## src/rtl/ctrl_pkg.sv

```systemverilog
// Shared types for the ID-stage control pipeline: opcodes, ALUOp codes,
// the decoded control word and the hazard FSM states.
package ctrl_pkg;

    localparam logic [6:0] LW     = 7'b0000011;
    localparam logic [6:0] SW     = 7'b0100011;
    localparam logic [6:0] R_TYPE = 7'b0110011;
    localparam logic [6:0] BEQ    = 7'b1100011;
    localparam logic [6:0] ADDI   = 7'b0010011;
    localparam logic [6:0] JAL    = 7'b1101111;
    localparam logic [6:0] JALR   = 7'b1100111;
    localparam logic [6:0] LUI    = 7'b0110111;

    localparam logic [1:0] ALU_ADD   = 2'b00;
    localparam logic [1:0] ALU_SUB   = 2'b01;
    localparam logic [1:0] ALU_FUNCT = 2'b10;
    localparam logic [1:0] ALU_LUI   = 2'b11;

    typedef struct packed {
        logic [1:0] alu_op;
        logic       alu_src;
        logic       branch;
        logic       jump;
        logic       mem_read;
        logic       mem_write;
        logic       reg_write;
        logic       mem_to_reg;
    } ctrl_word_t;

    localparam int CTRL_W = $bits(ctrl_word_t);

    typedef enum logic {
        RUN,
        STALL
    } ctrl_state_e;

endpackage

```

## src/rtl/ctrl_decode.sv

```systemverilog
// Combinational opcode decoder: control word, legality and which source
// registers the instruction actually reads.
module ctrl_decode
    import ctrl_pkg::*;
#(
    parameter int EXT_OPS = 1
) (
    input  logic [6:0]        opcode,
    output logic [CTRL_W-1:0] ctrl_bits,
    output logic              legal,
    output logic              use_rs1,
    output logic              use_rs2
);

    ctrl_word_t ctrl;

    always_comb begin
        ctrl    = '0;
        legal   = 1'b1;
        use_rs1 = 1'b0;
        use_rs2 = 1'b0;
        case (opcode)
            R_TYPE: begin
                ctrl.alu_op    = ALU_FUNCT;
                ctrl.reg_write = 1'b1;
                use_rs1        = 1'b1;
                use_rs2        = 1'b1;
            end
            LW: begin
                ctrl.alu_src    = 1'b1;
                ctrl.mem_read   = 1'b1;
                ctrl.reg_write  = 1'b1;
                ctrl.mem_to_reg = 1'b1;
                use_rs1         = 1'b1;
            end
            SW: begin
                ctrl.alu_src   = 1'b1;
                ctrl.mem_write = 1'b1;
                use_rs1        = 1'b1;
                use_rs2        = 1'b1;
            end
            BEQ: begin
                ctrl.alu_op = ALU_SUB;
                ctrl.branch = 1'b1;
                use_rs1     = 1'b1;
                use_rs2     = 1'b1;
            end
            ADDI: begin
                ctrl.alu_src   = 1'b1;
                ctrl.reg_write = 1'b1;
                use_rs1        = 1'b1;
            end
            // Extended opcodes fall back to "unknown" when EXT_OPS is off.
            JAL: begin
                if (EXT_OPS != 0) begin
                    ctrl.jump      = 1'b1;
                    ctrl.reg_write = 1'b1;
                end else begin
                    legal = 1'b0;
                end
            end
            JALR: begin
                if (EXT_OPS != 0) begin
                    ctrl.jump      = 1'b1;
                    ctrl.alu_src   = 1'b1;
                    ctrl.reg_write = 1'b1;
                    use_rs1        = 1'b1;
                end else begin
                    legal = 1'b0;
                end
            end
            LUI: begin
                if (EXT_OPS != 0) begin
                    ctrl.alu_op    = ALU_LUI;
                    ctrl.alu_src   = 1'b1;
                    ctrl.reg_write = 1'b1;
                end else begin
                    legal = 1'b0;
                end
            end
            default: legal = 1'b0;
        endcase
    end

    assign ctrl_bits = ctrl;

endmodule

```

## src/rtl/id_ctrl_pipe.sv

```systemverilog
// ID-stage control: decode, load-use hazard detection with a one-cycle
// stall FSM, and the ID/EX control register with bubble insertion.
module id_ctrl_pipe
    import ctrl_pkg::*;
#(
    parameter int REG_AW  = 5,
    parameter int EXT_OPS = 1,
    parameter int ALUOP_W = 2
) (
    input  logic               clk,
    input  logic               rst,
    input  logic               id_valid,
    input  logic [31:0]        id_instr,
    input  logic               flush,
    output logic               pc_write,
    output logic               ifid_write,
    output logic               ex_valid,
    output logic [ALUOP_W-1:0] ex_alu_op,
    output logic               ex_alu_src,
    output logic               ex_branch,
    output logic               ex_jump,
    output logic               ex_mem_read,
    output logic               ex_mem_write,
    output logic               ex_reg_write,
    output logic               ex_mem_to_reg,
    output logic [REG_AW-1:0]  ex_rd,
    output logic               illegal
);

    logic [CTRL_W-1:0] dec_bits;
    ctrl_word_t        dec_p0;
    logic              legal_p0, use_rs1_p0, use_rs2_p0;
    logic [REG_AW-1:0] rs1_p0, rs2_p0, rd_p0;
    logic              hazard, stall_req, unused_instr;

    ctrl_state_e       state;
    logic              vld_p1;
    ctrl_word_t        ctrl_p1;
    logic [REG_AW-1:0] rd_p1;
    logic              illegal_p1;

    ctrl_decode #(.EXT_OPS(EXT_OPS)) u_decode (
        .opcode    (id_instr[6:0]),
        .ctrl_bits (dec_bits),
        .legal     (legal_p0),
        .use_rs1   (use_rs1_p0),
        .use_rs2   (use_rs2_p0)
    );

    assign dec_p0       = dec_bits;
    assign rd_p0        = id_instr[7 +: REG_AW];
    assign rs1_p0       = id_instr[15 +: REG_AW];
    assign rs2_p0       = id_instr[20 +: REG_AW];
    assign unused_instr = ^{id_instr[14:12], id_instr[31:25]};

    assign hazard = vld_p1 && ctrl_p1.mem_read && (rd_p1 != '0) && id_valid &&
                    ((use_rs1_p0 && (rs1_p0 == rd_p1)) ||
                     (use_rs2_p0 && (rs2_p0 == rd_p1)));

    // While in STALL the load has moved on, so only RUN can request a stall.
    assign stall_req  = (state == RUN) && hazard && !flush;
    assign pc_write   = !stall_req;
    assign ifid_write = !stall_req;

    always_ff @(posedge clk) begin
        if (rst) begin
            state <= RUN;
        end else if (flush || state == STALL) begin
            state <= RUN;
        end else if (stall_req) begin
            state <= STALL;
        end
    end

    // ID/EX boundary
    always_ff @(posedge clk) begin
        if (rst || flush || stall_req || !id_valid) begin
            vld_p1     <= 1'b0;
            ctrl_p1    <= '0;
            rd_p1      <= '0;
            illegal_p1 <= 1'b0;
        end else begin
            vld_p1     <= 1'b1;
            ctrl_p1    <= dec_p0;
            rd_p1      <= rd_p0;
            illegal_p1 <= !legal_p0;
        end
    end

    assign ex_valid      = vld_p1;
    assign ex_alu_op     = ALUOP_W'(ctrl_p1.alu_op);
    assign ex_alu_src    = ctrl_p1.alu_src;
    assign ex_branch     = ctrl_p1.branch;
    assign ex_jump       = ctrl_p1.jump;
    assign ex_mem_read   = ctrl_p1.mem_read;
    assign ex_mem_write  = ctrl_p1.mem_write;
    assign ex_reg_write  = ctrl_p1.reg_write;
    assign ex_mem_to_reg = ctrl_p1.mem_to_reg;
    assign ex_rd         = rd_p1;
    assign illegal       = illegal_p1;

endmodule
```

## config.mk

```make
export PLATFORM = sky130hd
export DESIGN_NAME = id_ctrl_pipe
export DESIGN_NICKNAME = d
export VERILOG_FILES = /design/src/rtl/ctrl_pkg.sv /design/src/rtl/ctrl_decode.sv /design/src/rtl/id_ctrl_pipe.sv
export SDC_FILE = /design/constraint.sdc
export NUM_CORES = 1
export LEC_CHECK = 0
export ABC_AREA = 1
export ABC_CLOCK_PERIOD_IN_PS = 1400
export CORE_UTILIZATION = 55
export CTS_BUF_LIST = sky130_fd_sc_hd__clkbuf_16
export DETAILED_ROUTE_END_ITERATION = 10
export DONT_BUFFER_PORTS = 1
export PLACE_DENSITY = 0.66
export SYNTH_ARGS = -nofsm -noshare
export SYNTH_HDL_FRONTEND = slang
export SYNTH_HIERARCHICAL = 1
export SYNTH_SLANG_ARGS = --single-unit
```

## constraint.sdc

```tcl
create_clock -name clk -period 1.4 [get_ports clk]
set_clock_uncertainty 0.05 [all_clocks]
set_input_delay 0 -clock clk [delete_from_list [all_inputs] [get_ports clk]]
set_output_delay 0 -clock clk [all_outputs]
set_load 0.005 [all_outputs]
```

==> flow_summary.yaml, run 1 <==
setup_path:
  cp_common_cell: "nand2_1"
  slowest_delay_ns: 0.36
  setup.worst_path.class: "reg2out"
  path_cells: "inv_1 -> nand2_1 -> nand2_1 -> nor2_1 -> nand3_1 -> nand2_1 -> nand2_2 -> buf_4"
  crit_buf_inv: 2
  crit_cells: 8
  cp.required_ns: 1.35
  reg2reg_from: "ex_rd[3]"
  rr_worst_depth: 9
  cpMaxStageDelayCell: "dfxtp_4"
  cp.arrival_ns: 1.28
  crit_family: "simple AND/OR/NAND/NOR gates"
  setup.worst_path.start: "ex_rd[3]"
  end_kind: "output port"
  cp_max_fo: 4
  r2r-end: "ex_rd[3]"
  r2r_slack_ns: 0.13
  cp-start-kind: "flop"
  crit_end: "pc_write"
timing:
  worst_pin_slew_ns: 0.326
  rsz0062_at_grt: "no"
  setup_slack_ns: 0.0714
  maxSlewHeadroom_pct: 78.1
  fmax_ghz: 0.753
  period_needed_ns: 1.33
  setup_tns_ns: 0
  finalHoldViolations: 0
  fin_crit_sh_pct: 94.9
  drv_slew: 0
  setup_viol: 0
status:
  violations: "DRC"
  outcome: "finished with violations"
power_and_ir_drop:
  p_leak_nw: 0.612
  ir_worst_vdd_mv: 0.797
  powerDensity_nw_per_um2: 1000
grt:
  grtUsageTotal_pct: 21.1
  grt_pass1_vias: 799
  antenna_found_initial: 0
  gr-total-overflow: 0
  grt_max_degree: 17
  grt_pass1_wl_um: 2900
placed_design:
  dpl.hpwl_um: 1470
  numPortBuffers: 0
  placed_area_um2: 972
  place.gp.congestion: 0.712
  post-place-ws_ns: 0.0650
floorplan:
  rows: 14
  die_h_um: 43.9
  die_area_um2: 1930
  boundaryPins: 54
  die_x_um: 43.9
  start_util_pct: 61.3
  core_um2: 1580
drt:
  drt_iter0_markers: 15
  ant_nets: 0
  avgRoutedWirePerCell_um: 10.1
  first_pass_iters: 8
  routed_wl_um: 1910
  drc: 5
  vias: 902
  drt-vias-per-instance: 4.77
finish:
  layout.nets: 210
  largest_reg_flops: 5
  syn_to_final_growth_pct: 19.5
  fin_area_um2: 1160
  antenna_cells: 0
  multiInputGateArea_um2: 457
  fillers: 131
  regArea_um2: 352
  drive_gt1_share_pct: 16.2
logic_synthesis:
  synth_compound_area_share_pct: 1.03
  synthMuxAreaShare_pct: 0
  synthesis.nets: 197
  ys_types: 18
  yosysTopAreaCellShare_pct: 35.2
  synthSimpleGateAreaFrac_pct: 45.9
  synthXorXnorAreaFrac_pct: 0
  synth_top_family_by_area: "simple AND/OR/NAND/NOR gates"
  post-synth-top-area-cell: "dfxtp_1"
  syn-cell-area_um2: 967
  ys_seq_area_share_pct: 35.2
  synthAdderAreaFrac_pct: 0
  ys_ff_latch: 17
  synth.avg_cell_area_um2: 6.01
  yosysWarnings: 6
  synthTopCellsByArea: "dfxtp_1, nand2_1, inv_1"
  netlist_instances: 161
clocking:
  clkLatencyLatePin_ns: 0.25
  path_clk_slew_ns: 0.05
  clock-sinks: 17
  post-cts-setup-buffers: 0
  cts_root_buffer: "clkbuf_16"
  clk_path_buf_depth: 2
  cts_htree_levels: 1
  cts_tree: "done"
  cts_buffers: 3
run:
  maxCapViolations: 0
min_path:
  hp-class: "in2reg"
-- cells in the mapped netlist --
master / number
o21ai_1: 1
inv_2: 3
nand2_1: 41
dfxtp_1: 17
or3_1: 1
buf_8: 1
nor2_2: 6
nor3_1: 2
nor2_1: 34
nand3_1: 7
nand4_1: 2
o21ai_0: 1
buf_4: 2
nand2_4: 1
nand3b_1: 1
nor2_4: 1
nand2_2: 5
inv_1: 35
-- stage by stage --
step                total power, mW  std cells  hold slack, ns  utilization (%)
floorplan                     0.581        161          0.0622                -
global placement              0.587        176          0.0634             61.7
detailed placement            0.591        176          0.0662             61.7
CTS                            1.16        189         0.00545             72.5
global route                   1.20        189          0.0296             73.3
finish                         1.16        189         0.00144             73.3
-- routing by layer --
layer	vias up	GRT usage [%]	part of all wire, %
met3	4	6.67	7.8
met4	0	10.9	1.8
met5	-	0	0
li1	486	-	-
met1	386	19.5	38
met2	26	40.3	53
-- worst min-delay path by stage --
stage                      startpoint            to  slack, ns  cells past startpoint
after floorplan           id_instr[7]      ex_rd[0]       0.06                      2
after global routing              rst       ex_jump       0.03                      3
after CTS                 id_instr[6]  ex_alu_op[1]      0.005                      5
final                             rst       ex_jump      0.001                      3
after detailed placement  id_instr[9]      ex_rd[2]       0.07                      2
after global placement    id_instr[9]      ex_rd[2]       0.06                      2
-- where the power goes --
| part | internal [mW] | switching (mW) |
|---|---|---|
| logic | 0.0456 | 0.0554 |
| registers | 0.489 | 0.00721 |
| clock network | 0.382 | 0.180 |
| total | 0.917 | 0.243 |
-- cells by family after synthesis --
kind of cell	count (synthesis)
DFF	17
and+or+nand+nor	101
buffers and inverters	41
AOI/OAI and AO/OA	2
-- layout by cell type (no fill, tap or decap), drive strengths merged, types with 2 or more instances in the layout --
cell type / Yosys / layout
nand2: 47 / 47
nor2: 41 / 41
inv: 38 / 38
dfxtp: 17 / 17
dlygate4sd3: 0 / 9
nand3: 7 / 7
clkbuf: 0 / 3
nand4: 2 / 2
nor3: 2 / 2
buf: 3 / 2
o21ai: 2 / 2
-- worst register-to-register path: stages (launching register included) --
cell and delay [ns]:
dfxtp_4 0.36, inv_1 0.07, nand2_1 0.06, nand2_1 0.05, nor2_1 0.11, nand3_1 0.08, nand2_1 0.09, nand2_2 0.07
nand2_4 0.16, nor2_1 0.07
-- timing repair --
action / CTS / global route
hold endpoints to repair: 8 / 0
hold buffers: 9 / 0
endpoints found under the setup margin: 0 / 19
resized for setup: 0 / 8
-- layout make-up --
class | instances | share of cell area (%)
Inverter | 38 | 12.3
Timing Repair Buffer | 11 | 9.09
Clock inverter | 1 | 0.433
Sequential cell | 17 | 30.4
Multi-Input combinational cell | 103 | 39.5
Clock buffer | 3 | 6.49
Tap cell | 16 | 1.73
Power figures use the tool's default switching activity.
==> inputs of run 2 (changes only) <==
==> constraint.sdc (replaced) <==
create_clock -name clk -period 1.4 [get_ports clk]
set_clock_uncertainty 0.05 [all_clocks]
set_input_delay 0 -clock clk [delete_from_list [all_inputs] [get_ports clk]]
set_output_delay 0 -clock clk [all_outputs]
set_load 0.02 [all_outputs]
==> flow_summary.yaml, run 2 (synthesis results as in run 1) <==
placed_design:
  post-place-cells: 182
  numPortBuffers: 0
  dpl.hpwl_um: 1470
  place.gp.congestion: 0.743
timing:
  hold_ws_ns: 0.00398
  period_needed_ns: 1.31
  maxSlewHeadroom_pct: 78.5
  fmax_ghz: 0.766
  worst_pin_slew_ns: 0.320
  finalHoldViolations: 0
  setup_tns_ns: 0
  fin_crit_sh_pct: 93.2
  rsz0062_at_grt: "yes"
  setup_viol: 0
  drv_slew: 0
power_and_ir_drop:
  switching_power_uw: 249
  swShare_pct: 21.2
  p_clk_share_pct: 47.7
  ir_worst_vdd_mv: 0.679
  powerDensity_nw_per_um2: 977
  internal-power_uw: 925
  p_leak_nw: 0.647
  pwr-share-comb_pct: 9.7
  pwr-share-seq_pct: 42.6
setup_path:
  cp-start-kind: "flop"
  cp.arrival_ns: 1.26
  path_cells: "inv_2 -> nand2_1 -> nand2_1 -> nor2_1 -> nand3_1 -> nand2_1 -> nand2_2 -> buf_6"
  setup.worst_path.class: "reg2out"
  cp.required_ns: 1.35
  slowest_delay_ns: 0.34
  crit_family: "simple AND/OR/NAND/NOR gates"
  setup.worst_path.start: "ex_rd[2]"
  cp_common_cell: "nand2_1"
  end_kind: "output port"
  cp_max_fo: 4
  cpMaxStageDelayCell: "dfxtp_2"
  reg2reg_from: "ex_rd[2]"
  crit_buf_inv: 2
finish:
  antenna_cells: 0
  fin_cells: 195
  drive_gt1_share_pct: 19.6
  largest_reg_flops: 5
  fillers: 136
  syn_to_final_growth_pct: 24.3
  layout.nets: 216
  final_common_cell: "nand2_1"
  final_cell_mix: "nand2_1, inv_1, nor2_1"
min_path:
  hp-class: "in2reg"
  hp-start: "rst"
floorplan:
  die_h_um: 43.9
  boundaryPins: 54
  start_util_pct: 61.3
  die_area_um2: 1930
  rows: 14
  die_x_um: 43.9
  core_um2: 1580
grt:
  grt_max_degree: 17
  grt_pass1_vias: 754
  antenna_found_initial: 0
  grtUsageTotal_pct: 21.5
  gr-total-overflow: 0
  grt_pass1_wl_um: 3000
run:
  maxCapViolations: 0
clocking:
  clk_path_buf_depth: 2
  cts_tree: "done"
  cts_root_buffer: "clkbuf_16"
  cts_htree_levels: 1
  clock-sinks: 17
  cts_buffers: 3
  path_clk_slew_ns: 0.05
  clkLatencyLatePin_ns: 0.24
  post-cts-setup-buffers: 0
drt:
  drt-vias-per-instance: 4.73
  drt_iter0_markers: 14
  first_pass_iters: 7
  ant_nets: 0
  avgRoutedWirePerCell_um: 9.87
  vias: 923
  drc: 4
  routed_wl_um: 1920
status:
  violations: "DRC"
  outcome: "finished with violations"
==> run 2: cell types whose count changed in the layout (fill, tap and decap cells not counted), sizes merged <==
cell / previous run / this run
buf: 2 / 8
==> run 2: per-layer routing <==
layer  global-route usage, %  vias up  share of wire, %
met5                       0        -                 0
met4                    9.70        0               2.2
met3                    5.42        4               8.3
met2                    40.9       30                51
met1                    21.6      395                38
li1                        -      494                 -
==> run 2: stage by stage <==
step / instance area, um^2 / util (%) / total power [mW] / worst slack, ns
final: 1200 / 76.3 / 1.17 / 0.0946
after global routing: 1200 / 76.3 / 1.22 / -0.0114
after CTS: 1190 / 75.7 / 1.18 / 0.0587
after detailed placement: 1020 / 64.9 / 0.605 / 0.0527
after global placement: 1020 / 64.9 / 0.603 / 0.0910
after floorplan: 973 / - / 0.589 / 0.0584
==> run 2: final cells by class <==
class,instances,area [um^2],share of cell area [%]
Inverter,38,143,11.9
Timing Repair Buffer,17,154,12.8
Tap cell,16,20.0,1.66
Sequential cell,17,347,28.8
Multi-Input combinational cell,103,459,38.2
Clock inverter,1,5.00,0.416
Clock buffer,3,75.1,6.24
==> run 2: path summary, 6_finish.rpt <==
kind	end	cells after the start	slack, ns
setup / recovery	ifid_write	8	0.09
hold / removal	ex_jump	3	0.004
setup reg to reg	ex_reg_write	9	0.14
hold reg to reg	state	2	0.45
==> run 2: power by group through the flow <==
stage	Clock [mW]	Combinational [mW]	Sequential [mW]
finish	0.560	0.114	0.500
global route	0.593	0.129	0.501
CTS	0.569	0.113	0.500
detailed placement	0	0.0952	0.510
global placement	0	0.0930	0.510
floorplan	0	0.0740	0.515
==> run 2: repair_timing <==
action	CTS	global route
hold buffers	9	0
setup endpoints to repair	0	3
resized for setup	0	3
endpoints found under the hold margin	8	0
==> run 2: worst min-delay path: stages <==
cell and delay, ns:
nor3_1 0.05, nand2_4 0.16, nor2_2 0.04
==> inputs of run 3 (changes only) <==
--- a/config.mk
+++ b/config.mk
@@ -12,6 +12,7 @@
 export DETAILED_ROUTE_END_ITERATION = 10
 export DONT_BUFFER_PORTS = 1
 export PLACE_DENSITY = 0.66
+export REMOVE_ABC_BUFFERS = 1
 export SYNTH_ARGS = -nofsm -noshare
 export SYNTH_HDL_FRONTEND = slang
 export SYNTH_HIERARCHICAL = 1
==> flow_summary.yaml, run 3 (synthesis results as in run 1) <==
status:
  outcome: "finished with violations"
  violations: "DRC"
setup_path:
  cp.required_ns: 1.35
  r2r-end: "ex_rd[1]"
  r2r_slack_ns: 0.15
  cp.arrival_ns: 1.25
  setup.worst_path.class: "reg2out"
  cp_max_fo: 5
  cp-start-kind: "flop"
  reg2reg_from: "ex_rd[1]"
  end_kind: "output port"
  rr_worst_depth: 9
floorplan:
  rows: 14
  die_area_um2: 1930
  boundaryPins: 54
  die_x_um: 43.9
  core_um2: 1580
  die_h_um: 43.9
  start_util_pct: 61.3
drt:
  drc: 2
  drt-vias-per-instance: 4.75
  drt_iter0_markers: 11
  first_pass_iters: 9
  avgRoutedWirePerCell_um: 9.68
  routed_wl_um: 1890
  ant_nets: 0
  vias: 927
timing:
  period_needed_ns: 1.30
  hold_ws_ns: 0.00524
  worst_pin_slew_ns: 0.334
  setup_tns_ns: 0
  setup_viol: 0
  finalHoldViolations: 0
  drv_slew: 0
  maxSlewHeadroom_pct: 77.5
  fin_crit_sh_pct: 93.1
  fmax_ghz: 0.767
power_and_ir_drop:
  swShare_pct: 20.6
  p_clk_share_pct: 47.1
  pwr-share-seq_pct: 42.9
  p_leak_nw: 0.646
  switching_power_uw: 240
  internal-power_uw: 924
  report.power.total_mw: 1.16
  ir_worst_vdd_mv: 0.697
  pwr-share-comb_pct: 10.0
  powerDensity_nw_per_um2: 964
finish:
  largest_reg_flops: 5
  layout.nets: 216
  antenna_cells: 0
  final_common_cell: "nand2_1"
  final_cell_mix: "nand2_1, inv_1, nor2_1"
  syn_to_final_growth_pct: 24.8
  fillers: 128
  drive_gt1_share_pct: 21.2
clocking:
  clk_path_buf_depth: 2
  cts_root_buffer: "clkbuf_16"
  cts_htree_levels: 1
  path_clk_slew_ns: 0.05
  clock-sinks: 17
  clkLatencyLatePin_ns: 0.24
  cts_tree: "done"
  post-cts-setup-buffers: 0
  cts_buffers: 3
grt:
  antenna_found_initial: 0
  grt_max_degree: 17
  gr-total-overflow: 0
  grtUsageTotal_pct: 21.7
  grt_pass1_wl_um: 3140
  grt_pass1_vias: 833
min_path:
  whs_endpoint: "ex_alu_op[1]"
  hp-class: "in2reg"
  holdPathStages: 5
  hp-start: "id_instr[6]"
placed_design:
  place.gp.congestion: 0.719
  numPortBuffers: 0
  dpl.hpwl_um: 1400
run:
  maxCapViolations: 0
## run 3: cell count changes in the layout (fill, tap and decap cells not counted)
cell,change
dfxtp_2,-1
dfxtp_4,+1
inv_1,-1
inv_2,+1
nand2_1,-1
nand2_2,+1
nor2_1,-2
nor2_2,+2
nor3_1,+1
nor3_2,-1
## run 3: worst max path at each step
stage / startpoint / endpoint / slack, ns / cells after the start
after detailed placement: id_instr[5] / ex_alu_src / 0.05 / 12
final: ex_rd[1] / ifid_write / 0.1 / 8
after global routing: ex_rd[1] / pc_write / -0.04 / 8
after CTS: ex_rd[1] / ifid_write / 0.006 / 8
after global placement: id_instr[5] / ex_alu_op[0] / 0.09 / 12
after floorplan: ex_rd[3] / ex_alu_op[0] / -0.05 / 9
## run 3: power by group through the flow
stage | clock network [mW] | logic (mW) | registers, mW
detailed placement | 0 | 0.0949 | 0.509
CTS | 0.553 | 0.113 | 0.500
finish | 0.549 | 0.116 | 0.499
global placement | 0 | 0.0929 | 0.509
global route | 0.575 | 0.133 | 0.499
floorplan | 0 | 0.0702 | 0.514
## run 3: timing repair
item | CTS | global route
gates resized for setup | 0 | 12
hold endpoints to repair | 8 | 0
hold buffers | 9 | 0
setup endpoints to repair | 0 | 18
## run 3: per-layer routing
metal	vias up	routed length, um	global-route usage (%)
li1	497	-	-
met1	408	739	22.7
met2	22	1030	41.8
met3	0	123	6.25
met4	0	0	5.45
met5	-	0	0
## run 3: worst max-delay path: stages (launching register included)
cell     delay, ns
dfxtp_4       0.36
inv_2         0.04
nand2_1       0.05
nand2_1       0.07
nor2_2        0.11
nand3_1       0.07
nand2_1       0.08
nand2_2       0.08
buf_6         0.15
## run 3: metrics by stage
step / setup slack [ns] / instance area, um^2 / utilization [%] / std cells
after detailed placement: 0.0485 / 1020 / 64.5 / 182
after global routing: -0.0401 / 1210 / 76.6 / 195
after floorplan: -0.0520 / 937 / - / 158
final: 0.0961 / 1210 / 76.6 / 195
after CTS: 0.00635 / 1190 / 75.3 / 195
after global placement: 0.0879 / 1020 / 64.5 / 182
## run 3: layout make-up
| class | count | area (um^2) | share of cell area, % |
|---|---|---|---|
| Multi-Input combinational cell | 103 | 462 | 38.2 |
| Sequential cell | 17 | 349 | 28.9 |
| Timing Repair Buffer | 17 | 154 | 12.7 |
| Inverter | 38 | 143 | 11.8 |
| Clock buffer | 3 | 75.1 | 6.22 |
| Tap cell | 16 | 20.0 | 1.66 |
| Clock inverter | 1 | 5.00 | 0.415 |
